--- src/rtl/cpu_dbg_pkg.sv ---
// cpu_dbg_pkg: shared definitions for the CPU debug / trace blocks.
//   TRACE_DATA_W  - default width of the PC, instruction and ALU-result fields
//   TRACE_ST_W    - width of the CPU FSM state field
//   trace_entry_t - one captured sample {pc, instr, alu, state} at default widths
//   trace_state_e - capture FSM states
package cpu_dbg_pkg;

    localparam int TRACE_DATA_W = 32;
    localparam int TRACE_ST_W   = 3;

    typedef struct packed {
        logic [TRACE_DATA_W-1:0] pc;
        logic [TRACE_DATA_W-1:0] instr;
        logic [TRACE_DATA_W-1:0] alu;
        logic [TRACE_ST_W-1:0]   state;
    } trace_entry_t;

    typedef enum logic [1:0] {
        ST_IDLE  = 2'd0,
        ST_ARMED = 2'd1,
        ST_POST  = 2'd2,
        ST_DONE  = 2'd3
    } trace_state_e;

endpackage

--- src/rtl/cpu_trace_buffer_if.sv ---
// cpu_trace_buffer_if: sample bus and readout handshake of the trace buffer.
//   sample_en, s_pc, s_instr, s_alu, s_state  - per-instruction debug sample (CPU side)
//   rd_req                                    - request next buffered entry
//   rd_valid, rd_pc, rd_instr, rd_alu,
//   rd_state, rd_last                         - registered readout of one entry
// Modports: master = CPU/host side, slave = trace buffer.
interface cpu_trace_buffer_if #(
    parameter int DATA_W = cpu_dbg_pkg::TRACE_DATA_W,
    parameter int ST_W   = cpu_dbg_pkg::TRACE_ST_W
);
    logic              sample_en;
    logic [DATA_W-1:0] s_pc;
    logic [DATA_W-1:0] s_instr;
    logic [DATA_W-1:0] s_alu;
    logic [ST_W-1:0]   s_state;

    logic              rd_req;
    logic              rd_valid;
    logic [DATA_W-1:0] rd_pc;
    logic [DATA_W-1:0] rd_instr;
    logic [DATA_W-1:0] rd_alu;
    logic [ST_W-1:0]   rd_state;
    logic              rd_last;

    modport master (
        output sample_en, s_pc, s_instr, s_alu, s_state, rd_req,
        input  rd_valid, rd_pc, rd_instr, rd_alu, rd_state, rd_last
    );

    modport slave (
        input  sample_en, s_pc, s_instr, s_alu, s_state, rd_req,
        output rd_valid, rd_pc, rd_instr, rd_alu, rd_state, rd_last
    );
endinterface

--- src/rtl/trace_ram.sv ---
// trace_ram: simple dual-port storage for captured trace entries.
//   clk          - rising-edge clock
//   reset        - asynchronous active-low; clears only the read-data register
//   we/waddr/wdata - synchronous write port
//   re/raddr     - read request; data appears on rdata one cycle later
//   rdata        - registered read data, holds its value when re is low
module trace_ram #(
    parameter int DEPTH = 16,
    parameter int WIDTH = 99
) (
    input  logic                     clk,
    input  logic                     reset,
    input  logic                     we,
    input  logic [$clog2(DEPTH)-1:0] waddr,
    input  logic [WIDTH-1:0]         wdata,
    input  logic                     re,
    input  logic [$clog2(DEPTH)-1:0] raddr,
    output logic [WIDTH-1:0]         rdata
);
    logic [WIDTH-1:0] mem_q [DEPTH];
    logic [WIDTH-1:0] rdata_d;
    logic [WIDTH-1:0] rdata_q;

    // NOTE: the storage array is deliberately left without a reset so it can
    // map onto RAM macros; only the read register, which drives outputs, is reset.
    always_ff @(posedge clk) begin
        if (we) begin
            mem_q[waddr] <= wdata;
        end
    end

    // NOTE: every variable written here gets a default first, so no path
    // through the block can leave it unassigned and infer a latch.
    always_comb begin
        rdata_d = rdata_q;
        if (re) begin
            rdata_d = mem_q[raddr];
        end
    end

    // NOTE: sequential state is updated with non-blocking assignments so all
    // flops sample their inputs from before the clock edge.
    always_ff @(posedge clk or negedge reset) begin
        if (!reset) begin
            rdata_q <= '0;
        end else begin
            rdata_q <= rdata_d;
        end
    end

    assign rdata = rdata_q;
endmodule

--- src/rtl/cpu_trace_buffer.sv ---
// cpu_trace_buffer: circular trace capture for the multi-cycle CPU.
// Samples {pc, instr, alu, state} on each sample_en while armed, stops a fixed
// number of samples after a PC-match trigger, then reads the frozen history
// out oldest-first through a request/valid handshake.
//   clk, reset      - clock, asynchronous active-low reset
//   arm             - start capture (IDLE only)
//   abort           - return to IDLE from any state, discarding the capture
//   trig_pc         - PC value that triggers capture
//   bus (slave)     - sample inputs and readout handshake
//   busy            - ARMED or POST
//   triggered       - POST or DONE
//   done            - DONE, history ready for readout
//   fill_count      - valid entries, saturating at DEPTH
module cpu_trace_buffer
    import cpu_dbg_pkg::*;
#(
    parameter int DATA_W   = TRACE_DATA_W,
    parameter int DEPTH    = 16,
    parameter int PRE_TRIG = 4,
    parameter int ST_W     = TRACE_ST_W
) (
    input  logic                   clk,
    input  logic                   reset,
    input  logic                   arm,
    input  logic                   abort,
    input  logic [DATA_W-1:0]      trig_pc,
    cpu_trace_buffer_if.slave      bus,
    output logic                   busy,
    output logic                   triggered,
    output logic                   done,
    output logic [$clog2(DEPTH):0] fill_count
);
    localparam int AW = $clog2(DEPTH);
    localparam int CW = AW + 1;
    localparam logic [CW-1:0] FULL_CNT = CW'(DEPTH);
    // Samples still taken after the trigger sample.
    localparam logic [AW-1:0] POST_N   = AW'(DEPTH - PRE_TRIG - 1);

    typedef struct packed {
        logic [DATA_W-1:0] pc;
        logic [DATA_W-1:0] instr;
        logic [DATA_W-1:0] alu;
        logic [ST_W-1:0]   state;
    } entry_t;

    trace_state_e  state_q, state_d;
    logic [AW-1:0] wr_ptr_q, wr_ptr_d;
    logic [AW-1:0] rd_ptr_q, rd_ptr_d;
    logic [CW-1:0] fill_q, fill_d;
    logic [AW-1:0] post_q, post_d;
    logic [CW-1:0] rd_cnt_q, rd_cnt_d;   // entries requested so far
    logic          rd_valid_q, rd_valid_d;
    logic          rd_last_q, rd_last_d;

    logic   do_write;
    logic   pc_hit;
    logic   do_read;
    logic   clear;
    entry_t wr_entry;
    entry_t rd_entry;

    // Writes are blocked on an abort cycle; the capture is discarded anyway.
    assign do_write = bus.sample_en && !abort &&
                      (state_q == ST_ARMED || state_q == ST_POST);
    assign pc_hit   = bus.sample_en && !abort && (state_q == ST_ARMED) &&
                      (bus.s_pc == trig_pc);
    // Requests past the last valid entry are ignored.
    assign do_read  = bus.rd_req && !abort && (state_q == ST_DONE) &&
                      (rd_cnt_q < fill_q);
    // Counters restart on abort, on arm, and after the final entry is delivered.
    assign clear    = abort || (state_q == ST_IDLE && arm) ||
                      (state_q == ST_DONE && rd_last_q);

    assign wr_entry = '{pc: bus.s_pc, instr: bus.s_instr, alu: bus.s_alu, state: bus.s_state};

    trace_ram #(
        .DEPTH (DEPTH),
        .WIDTH ($bits(entry_t))
    ) u_ram (
        .clk   (clk),
        .reset (reset),
        .we    (do_write),
        .waddr (wr_ptr_q),
        .wdata (wr_entry),
        .re    (do_read),
        .raddr (rd_ptr_q),
        .rdata (rd_entry)
    );

    // State register and datapath flops.
    always_ff @(posedge clk or negedge reset) begin
        if (!reset) begin
            state_q    <= ST_IDLE;
            wr_ptr_q   <= '0;
            rd_ptr_q   <= '0;
            fill_q     <= '0;
            post_q     <= '0;
            rd_cnt_q   <= '0;
            rd_valid_q <= 1'b0;
            rd_last_q  <= 1'b0;
        end else begin
            state_q    <= state_d;
            wr_ptr_q   <= wr_ptr_d;
            rd_ptr_q   <= rd_ptr_d;
            fill_q     <= fill_d;
            post_q     <= post_d;
            rd_cnt_q   <= rd_cnt_d;
            rd_valid_q <= rd_valid_d;
            rd_last_q  <= rd_last_d;
        end
    end

    // Next-state logic.
    always_comb begin
        state_d = state_q;
        if (abort) begin
            state_d = ST_IDLE;
        end else begin
            case (state_q)
                ST_IDLE:  if (arm) state_d = ST_ARMED;
                ST_ARMED: if (pc_hit) state_d = (POST_N == '0) ? ST_DONE : ST_POST;
                ST_POST:  if (do_write && post_q == AW'(1)) state_d = ST_DONE;
                ST_DONE:  if (rd_last_q) state_d = ST_IDLE;
                default:  state_d = ST_IDLE;
            endcase
        end
    end

    // Pointers, counters and readout handshake.
    always_comb begin
        wr_ptr_d   = wr_ptr_q;
        rd_ptr_d   = rd_ptr_q;
        fill_d     = fill_q;
        post_d     = post_q;
        rd_cnt_d   = rd_cnt_q;
        rd_valid_d = do_read;
        rd_last_d  = do_read && (rd_cnt_q == fill_q - CW'(1));

        if (clear) begin
            wr_ptr_d = '0;
            rd_ptr_d = '0;
            fill_d   = '0;
            post_d   = '0;
            rd_cnt_d = '0;
        end else begin
            if (do_write) begin
                wr_ptr_d = wr_ptr_q + AW'(1);
                if (fill_q != FULL_CNT) begin
                    fill_d = fill_q + CW'(1);
                end
            end

            if (pc_hit) begin
                post_d = POST_N;
            end else if (do_write && state_q == ST_POST) begin
                post_d = post_q - AW'(1);
            end

            // Once wrapped, the next write slot holds the oldest entry.
            if (state_q != ST_DONE && state_d == ST_DONE) begin
                rd_ptr_d = (fill_d == FULL_CNT) ? wr_ptr_d : '0;
                rd_cnt_d = '0;
            end

            if (do_read) begin
                rd_ptr_d = rd_ptr_q + AW'(1);
                rd_cnt_d = rd_cnt_q + CW'(1);
            end
        end
    end

    // Status outputs decoded from the state.
    always_comb begin
        busy      = 1'b0;
        triggered = 1'b0;
        done      = 1'b0;
        case (state_q)
            ST_ARMED: busy = 1'b1;
            ST_POST: begin
                busy      = 1'b1;
                triggered = 1'b1;
            end
            ST_DONE: begin
                triggered = 1'b1;
                done      = 1'b1;
            end
            default: ;
        endcase
    end

    assign fill_count   = fill_q;
    assign bus.rd_valid = rd_valid_q;
    assign bus.rd_last  = rd_last_q;
    assign bus.rd_pc    = rd_entry.pc;
    assign bus.rd_instr = rd_entry.instr;
    assign bus.rd_alu   = rd_entry.alu;
    assign bus.rd_state = rd_entry.state;
endmodule

--- src/flat_wrapper.sv ---
// flat-port wrapper written by rule: the top's interface ports become plain ports
module cpu_trace_buffer_flat import cpu_dbg_pkg::*;
#(
    parameter int DATA_W   = TRACE_DATA_W,
    parameter int DEPTH    = 16,
    parameter int PRE_TRIG = 4,
    parameter int ST_W     = TRACE_ST_W
)
  (clk, reset, arm, abort, trig_pc, busy, triggered, done, fill_count, bus_sample_en, bus_s_pc, bus_s_instr, bus_s_alu, bus_s_state, bus_rd_req, bus_rd_valid, bus_rd_pc, bus_rd_instr, bus_rd_alu, bus_rd_state, bus_rd_last);
  cpu_trace_buffer_if #(.DATA_W(DATA_W), .ST_W(ST_W)) bus_i ();
  input  logic clk;
  input  logic reset;
  input  logic arm;
  input  logic abort;
  input  logic [DATA_W-1:0] trig_pc;
  output logic busy;
  output logic triggered;
  output logic done;
  output logic [$clog2(DEPTH):0] fill_count;
  input wire logic [$bits(bus_i.sample_en)-1:0] bus_sample_en;
  input wire logic [$bits(bus_i.s_pc)-1:0] bus_s_pc;
  input wire logic [$bits(bus_i.s_instr)-1:0] bus_s_instr;
  input wire logic [$bits(bus_i.s_alu)-1:0] bus_s_alu;
  input wire logic [$bits(bus_i.s_state)-1:0] bus_s_state;
  input wire logic [$bits(bus_i.rd_req)-1:0] bus_rd_req;
  output wire logic [$bits(bus_i.rd_valid)-1:0] bus_rd_valid;
  output wire logic [$bits(bus_i.rd_pc)-1:0] bus_rd_pc;
  output wire logic [$bits(bus_i.rd_instr)-1:0] bus_rd_instr;
  output wire logic [$bits(bus_i.rd_alu)-1:0] bus_rd_alu;
  output wire logic [$bits(bus_i.rd_state)-1:0] bus_rd_state;
  output wire logic [$bits(bus_i.rd_last)-1:0] bus_rd_last;
  assign bus_i.sample_en = bus_sample_en;
  assign bus_i.s_pc = bus_s_pc;
  assign bus_i.s_instr = bus_s_instr;
  assign bus_i.s_alu = bus_s_alu;
  assign bus_i.s_state = bus_s_state;
  assign bus_i.rd_req = bus_rd_req;
  assign bus_rd_valid = bus_i.rd_valid;
  assign bus_rd_pc = bus_i.rd_pc;
  assign bus_rd_instr = bus_i.rd_instr;
  assign bus_rd_alu = bus_i.rd_alu;
  assign bus_rd_state = bus_i.rd_state;
  assign bus_rd_last = bus_i.rd_last;
  cpu_trace_buffer #(.DATA_W(DATA_W), .DEPTH(DEPTH), .PRE_TRIG(PRE_TRIG), .ST_W(ST_W)) u_core (.clk(clk), .reset(reset), .arm(arm), .abort(abort), .trig_pc(trig_pc), .bus(bus_i), .busy(busy), .triggered(triggered), .done(done), .fill_count(fill_count));
endmodule
--- config.mk ---
export PLATFORM = sky130hd
export DESIGN_NAME = cpu_trace_buffer_flat
export DESIGN_NICKNAME = d
export VERILOG_FILES = /design/src/rtl/cpu_dbg_pkg.sv /design/src/rtl/cpu_trace_buffer_if.sv /design/src/rtl/trace_ram.sv /design/src/rtl/cpu_trace_buffer.sv /design/src/flat_wrapper.sv
export SDC_FILE = /design/constraint.sdc
export NUM_CORES = 2
export LEC_CHECK = 0
export CORE_MARGIN = 2
export CORE_UTILIZATION = 68
export DETAILED_ROUTE_END_ITERATION = 10
export DONT_BUFFER_PORTS = 1
export PLACE_DENSITY = 0.84
export SKIP_CTS_REPAIR_TIMING = 1
export SLEW_MARGIN = 30
export SYNTH_ARGS = -nofsm -noshare
export SYNTH_HDL_FRONTEND = slang
export SYNTH_SLANG_ARGS = --single-unit
export TNS_END_PERCENT = 100
--- constraint.sdc ---
create_clock -name clk -period 10.94 [get_ports clk]
set_input_delay 3.282 -clock clk [delete_from_list [all_inputs] [get_ports clk]]
set_output_delay 3.282 -clock clk [all_outputs]
set_load 0.01 [all_outputs]
# After elaboration in Yosys (flattened, before gate mapping)
# Memory sizes are Yosys's and may differ from the RTL's. A register that Yosys moved wholly into a read port is not among the register bits.
# Cells that the tools add are included.
# W data, S select, Z words.
# word_totals
regBits,26
latchBits,0
ram_bits,1584
rom_bits,0
output_inout_bits,109
mem_count,1
# op_classes
add_sub_neg,6
mul,0
div_mod_pow,0
n_lt_le_gt_ge,1
n_eq_ne,10
n_shift,0
n_mux,27
bitwise,0
reduce_logical,23
# mem_list
memory,depth,width,rd,rd_clocked_by_memory_dff,wr,line_no,source
u_core.u_ram.mem_q,16,99,1,1,1,trace_ram.sv:20,logic [WIDTH-1:0] mem_q [DEPTH];
# ops
op,count
$mux W4,9
$mux W5,7
$eq A32 B32 Y1,1
$logic_and A1 B1 Y1,13
$add A5 B1 Y5 const B,2
$mux W2,5
$add A4 B1 Y4 const B,2
$pmux W2 S4,1
$eq A2 B2 Y1 const B,3
$reduce_bool A3 Y1,2
$eq A5 B5 Y1,1
$eq A5 B5 Y1 const B,1
$lt A5 B5 Y1,1
$mux W1,5
$ne A5 B5 Y1 const B,1
$sub A5 B1 Y5 const B,1
$eq A4 B1 Y1 const B,1
$reduce_or A2 Y1,2
$sub A4 B1 Y4 const B,1
$logic_or A1 B1 Y1,3
$eq A2 B1 Y1 const B,1
$logic_not A1 Y1,2
$logic_not A2 Y1,1
$ne A2 B2 Y1 const B,1

# Logic depth before layout (Yosys ltp)
# depth
depth_word,12
ltp_mapped,12
mapped_depth_nobuf,10

# Cells and area by module
# Synthesis repeated with hierarchy kept, for this count alone.
# hier_totals
cells_unflattened,2904
area_unflattened_um2,66631.4
# by_module_without_submodules
mod,n_inst,cells_each,area_each_um2,seq_area_each_um2
trace_ram,1,2655,64378.0,50043.0
cpu_trace_buffer,1,249,2253.4,650.6

# Worst setup path after synthesis
# OpenSTA, ideal clock, no wires.
# synth_timing
kind,input-to-reg
start,in abort
end,"mem u_core.u_ram.mem_q[4][0], enable pin"
arrival_time_ns,6.503
required_time_ns,10.471
slack_ns,3.967
cell_stages,7
cell_sequence,clkbuf_1 and3b_1 clkbuf_1 buf_2 nand2_1 nor2_1 and2_1
# synth_between
elab_chain_len,5
# synth_rtl
element,line_no,source
start: declaration,flat_wrapper.sv:14,input logic abort;
$logic_not A1 Y1,cpu_trace_buffer.sv:63,assign do_write = bus.sample_en && !abort &&
$logic_and A1 B1 Y1 (2 in a row),cpu_trace_buffer.sv:63,
$mux W1,trace_ram.sv:27,if (we) begin
$mux W1 (not written as such),trace_ram.sv:28,mem_q[waddr] <= wdata;
end: declaration,trace_ram.sv:20,
# No other way between the ends.

# Final worst setup path
# layout_timing
start,in abort
end,"mem u_core.u_ram.mem_q[4][56], enable pin"
# The elaborated chain is that of the path after synthesis.

==> summary.txt <==
Cells and area
  – Final instance area: ~72,000 um2
  – Reg area: 50,700 um2
  – Multi-input gate area: 13,900 um2
  – Share of cells above drive strength 1: 25.8%
  – Final nets: ~3.1k
  – Layout area overhead: 10.5%
  – Fillers: 4,362

Global route
  – Total global routing overflow: 0
  – Gr usage total: 37.4%
  – First-pass GRT wire length: between 200 and 300 mm
  – Initial antenna violation count: 1
  – Largest net degree at the start of global routing: 126
  – Vias in the first global route: 33.6k

Timing
  – Slew @ Worst Pin: 1.02 ns
  – Final setup fails: 0
  – Fin. max-slew vios: 0
  – Slew margin rel.: slightly above 30%
  – Fmax: 165 MHz
  – Final Hold Viols: 0
  – Skew final: 0.0365 ns
  – Setup_tns: 0 ns
  – Post-route minimum period: 6.05 ns
  – Final period utilization: between 50% and 60%
  – Hold_ws: ~0.55 ns
  – Unrepaired setup endpoints after global routing: no
  – Setup WS post-layout: 4.89 ns

Setup path
  – Crit path cell chain: and3b_1, nand2_1, nor2_1, and2_4, buf_4, buf_4
  – Reg2reg path depth: 8
  – CP delay by family, top: simple AND/OR/NAND/NOR gates
  – Worst Setup Start Kind: primary input
  – Worst reg2reg path endpoint: u_core.u_ram.mem_q[4][56]
  – Buf/Inv on CP: 2
  – Req. time, crit path: 11.34 ns
  – Critical path arrival: 6.45 ns
  – Crit-path max cell delay: 0.68 ns
  – R2R Setup Slk: 6.47 ns
  – Worst Path Max Fanout: 37
  – Crit-path slowest cell: buf_4
  – Kind of critical path: primary input to register
  – Crit end category: register
  – CP dominant cell by count: buf_4
  – Worst r2r src: u_core.state_q[1]

Floorplanning
  – Io pins: 246
  – DIE AREA: slightly below 100,000 um2
  – Placeable Area: ~95,000 um2
  – Die width: ~310 um
  – Rows: 113
  – Initial Util: 68.7%
  – Die span in y: 314 um

Clocking
  – Clk root buf: clkbuf_16
  – Max clock buf depth: 3
  – Worst-path clk slew: 0.06 ns
  – CTS sink count: 1,709
  – Num CTS Buffers: 162
  – H-tree Lvls: 4
  – CTS tree: done
  – Clk_lat worst skew: a little under 0.8 ns

Synthesis
  – Synthesized instance count: around 2.9k
  – Warning count from the yosys run: 0
  – Ys flop type: edfxtp_1
  – Average cell area after synthesis: approximately 23 um2
  – Post-synthesis sequential area ratio: between 70 and 80%
  – Synth Net Count: 3,041
  – Number of synthesized flops with an enable pin: 1,584
  – FF+latch count, synth: around 1.7k
  – Synthesized area: 65,300 um2
  – Synth async-reset ratio: 7.31%
  – Yosys cell types: 49

Power
  – Maximum vdd ir drop: 0.226 mV
  – Pwr/cell area: 179 nW/um2
  – Pleak: 22.7 nW
  – Total power draw: 0.0129 W

Placement
  – Cell Area, Placed: about 67,000 um2
  – Detailed Place HPWL: 86.9 mm
  – Dpl ws: 4.44 ns
  – Final Wtd Congestion: 0.799
  – PortBufs: 0

Status
  – Status: completed

Hold path
  – Hold WC Path Type: register to register
  – Min-Delay Startpoint: u_core.u_ram.rdata[96]
  – Hold depth: 2
  – Hold worst-path end: u_core.u_ram.rdata[96]

Flow run
  – Max-cap viol count: 0

Detailed routing
  – Antenna viol nets, final: 0
  – Vias: 33.3k
  – Routed wire length: ~180 mm
  – DRT Pass-1 Iters: 9
  – Vias/cell: 7.64
  – DRT iter0 DRCs: about 5.7k
  – WL/cell: 41.1 um
  – DRC violations left: 0
cell usage after synthesis (all sizes together), types with 3 or more instances:
master,number,area (um2)
nor2,14,52.6
nand2,319,1200
nor2b,3,18.8
xor2,5,43.8
mux4,495,11100
xnor2,41,359
dfrtp,125,3130
and2,17,106
nor3,9,45.0
and3,3,18.8
clkbuf,89,334
nand3,16,80.1
inv,14,52.6
edfxtp,1584,47600
a31oi,5,31.3
o21ai,8,40.0
buf,55,355
nand4,11,68.8
a21oi,16,80.1
ha,20,250
or2,3,18.8
power breakdown:
group          switching, W  internal (W)  total (W)  leakage [nW]
sequential       0.00000560       0.00715    0.00715          16.0
clock               0.00260       0.00308    0.00569          2.53
combinational     0.0000511     0.0000309  0.0000819          4.21
total               0.00266        0.0103     0.0129          22.7
per-layer routing:
metal / global-route usage, % / part of all wire (%) / up-vias / wire, um
met1: 49.2 / 33 / 17400 / 58500
met3: 8.90 / 12 / 571 / 21000
met4: 16.9 / 5.3 / 0 / 9480
li1: - / - / 12100 / -
met5: 0 / 0 / - / 0
met2: 60.7 / 50 / 3223 / 90300
cells by family after synthesis:
logic type               count (synthesis)  share of synthesized area [%]
flip-flops                            1709                           77.7
multiplexers                           497                           17.1
AND/OR/NAND/NOR                        410                           2.63
buffers and inverters                  158                           1.14
XOR/XNOR                                46                          0.617
AO/OA/AOI/OAI                           44                          0.422
adder cells (fa/ha/maj)                 20                          0.383
layout make-up:
cell class,count,share of cell area [%]
timing repair buffer,53,0.953
antenna,1,0.00347
tap,1265,2.20
inverter,14,0.0764
sequential,1709,70.3
clock inverter,84,1.18
multi-input combinational,1017,19.2
clock buffer,215,6.01
cell usage in the layout (no fill, tap or decap), types with 3 or more instances in the layout:
master,n
edfxtp_1,1584
clkinv_1,26
nand2_1,319
clkinv_2,29
and3_1,3
mux4_2,495
bufinv_16,11
o21ai_0,4
buf_16,6
clkbuf_1,46
dfrtp_1,121
nor2_1,14
buf_4,23
xor2_1,5
clkinv_8,7
nand3_1,16
clkinvlp_4,3
nor2b_1,3
nand4_1,11
inv_16,4
a21oi_1,16
a31oi_1,5
buf_12,9
xnor2_1,41
clkbuf_8,6
clkbuf_16,163
o21ai_1,4
buf_6,15
inv_1,13
and2_4,16
nor3_1,9
dfrtp_4,4
ha_1,20
worst max-delay path by stage:
stage / slack (ns) / startpoint / cells past startpoint / endpoint
6_report: 4.89 / abort / 6 / u_core.u_ram.mem_q[4][56]
5_1_grt: 4.89 / abort / 6 / u_core.u_ram.mem_q[4][56]
4_1_cts: 5.08 / abort / 6 / u_core.u_ram.mem_q[4][66]
3_5_place_dp: 4.44 / abort / 6 / u_core.u_ram.mem_q[5][55]
3_3_place_gp: 4.53 / abort / 6 / u_core.u_ram.mem_q[5][57]
2_1_floorplan: 3.97 / abort / 7 / u_core.u_ram.mem_q[4][0]
metrics by stage:
stage	util, %	cells
2_1_floorplan	-	2884
3_3_place_gp	70.0	4045
3_5_place_dp	70.2	4050
4_1_cts	75.6	4349
5_1_grt	75.9	4357
6_report	75.9	4358
registers in the layout, summed over array words and instances (netlist names):
name and count:
u_core.u_ram.mem_q 1584, u_core.u_ram.rdata 99, u_core.fill_count 5, u_core.rd_cnt_q 5
u_core.post_q 4, u_core.rd_ptr_q 4, u_core.wr_ptr_q 4, u_core.state_q 2
u_core.bus.rd_last 1, u_core.bus.rd_valid 1
tightest hold or removal path, cell delays in order (launching register included):
cell and delay (ns):
dfrtp_1 0.39, nand2_1 0.07, nand2_1 0.06
Note: power is estimated with default switching activity, not from simulation.
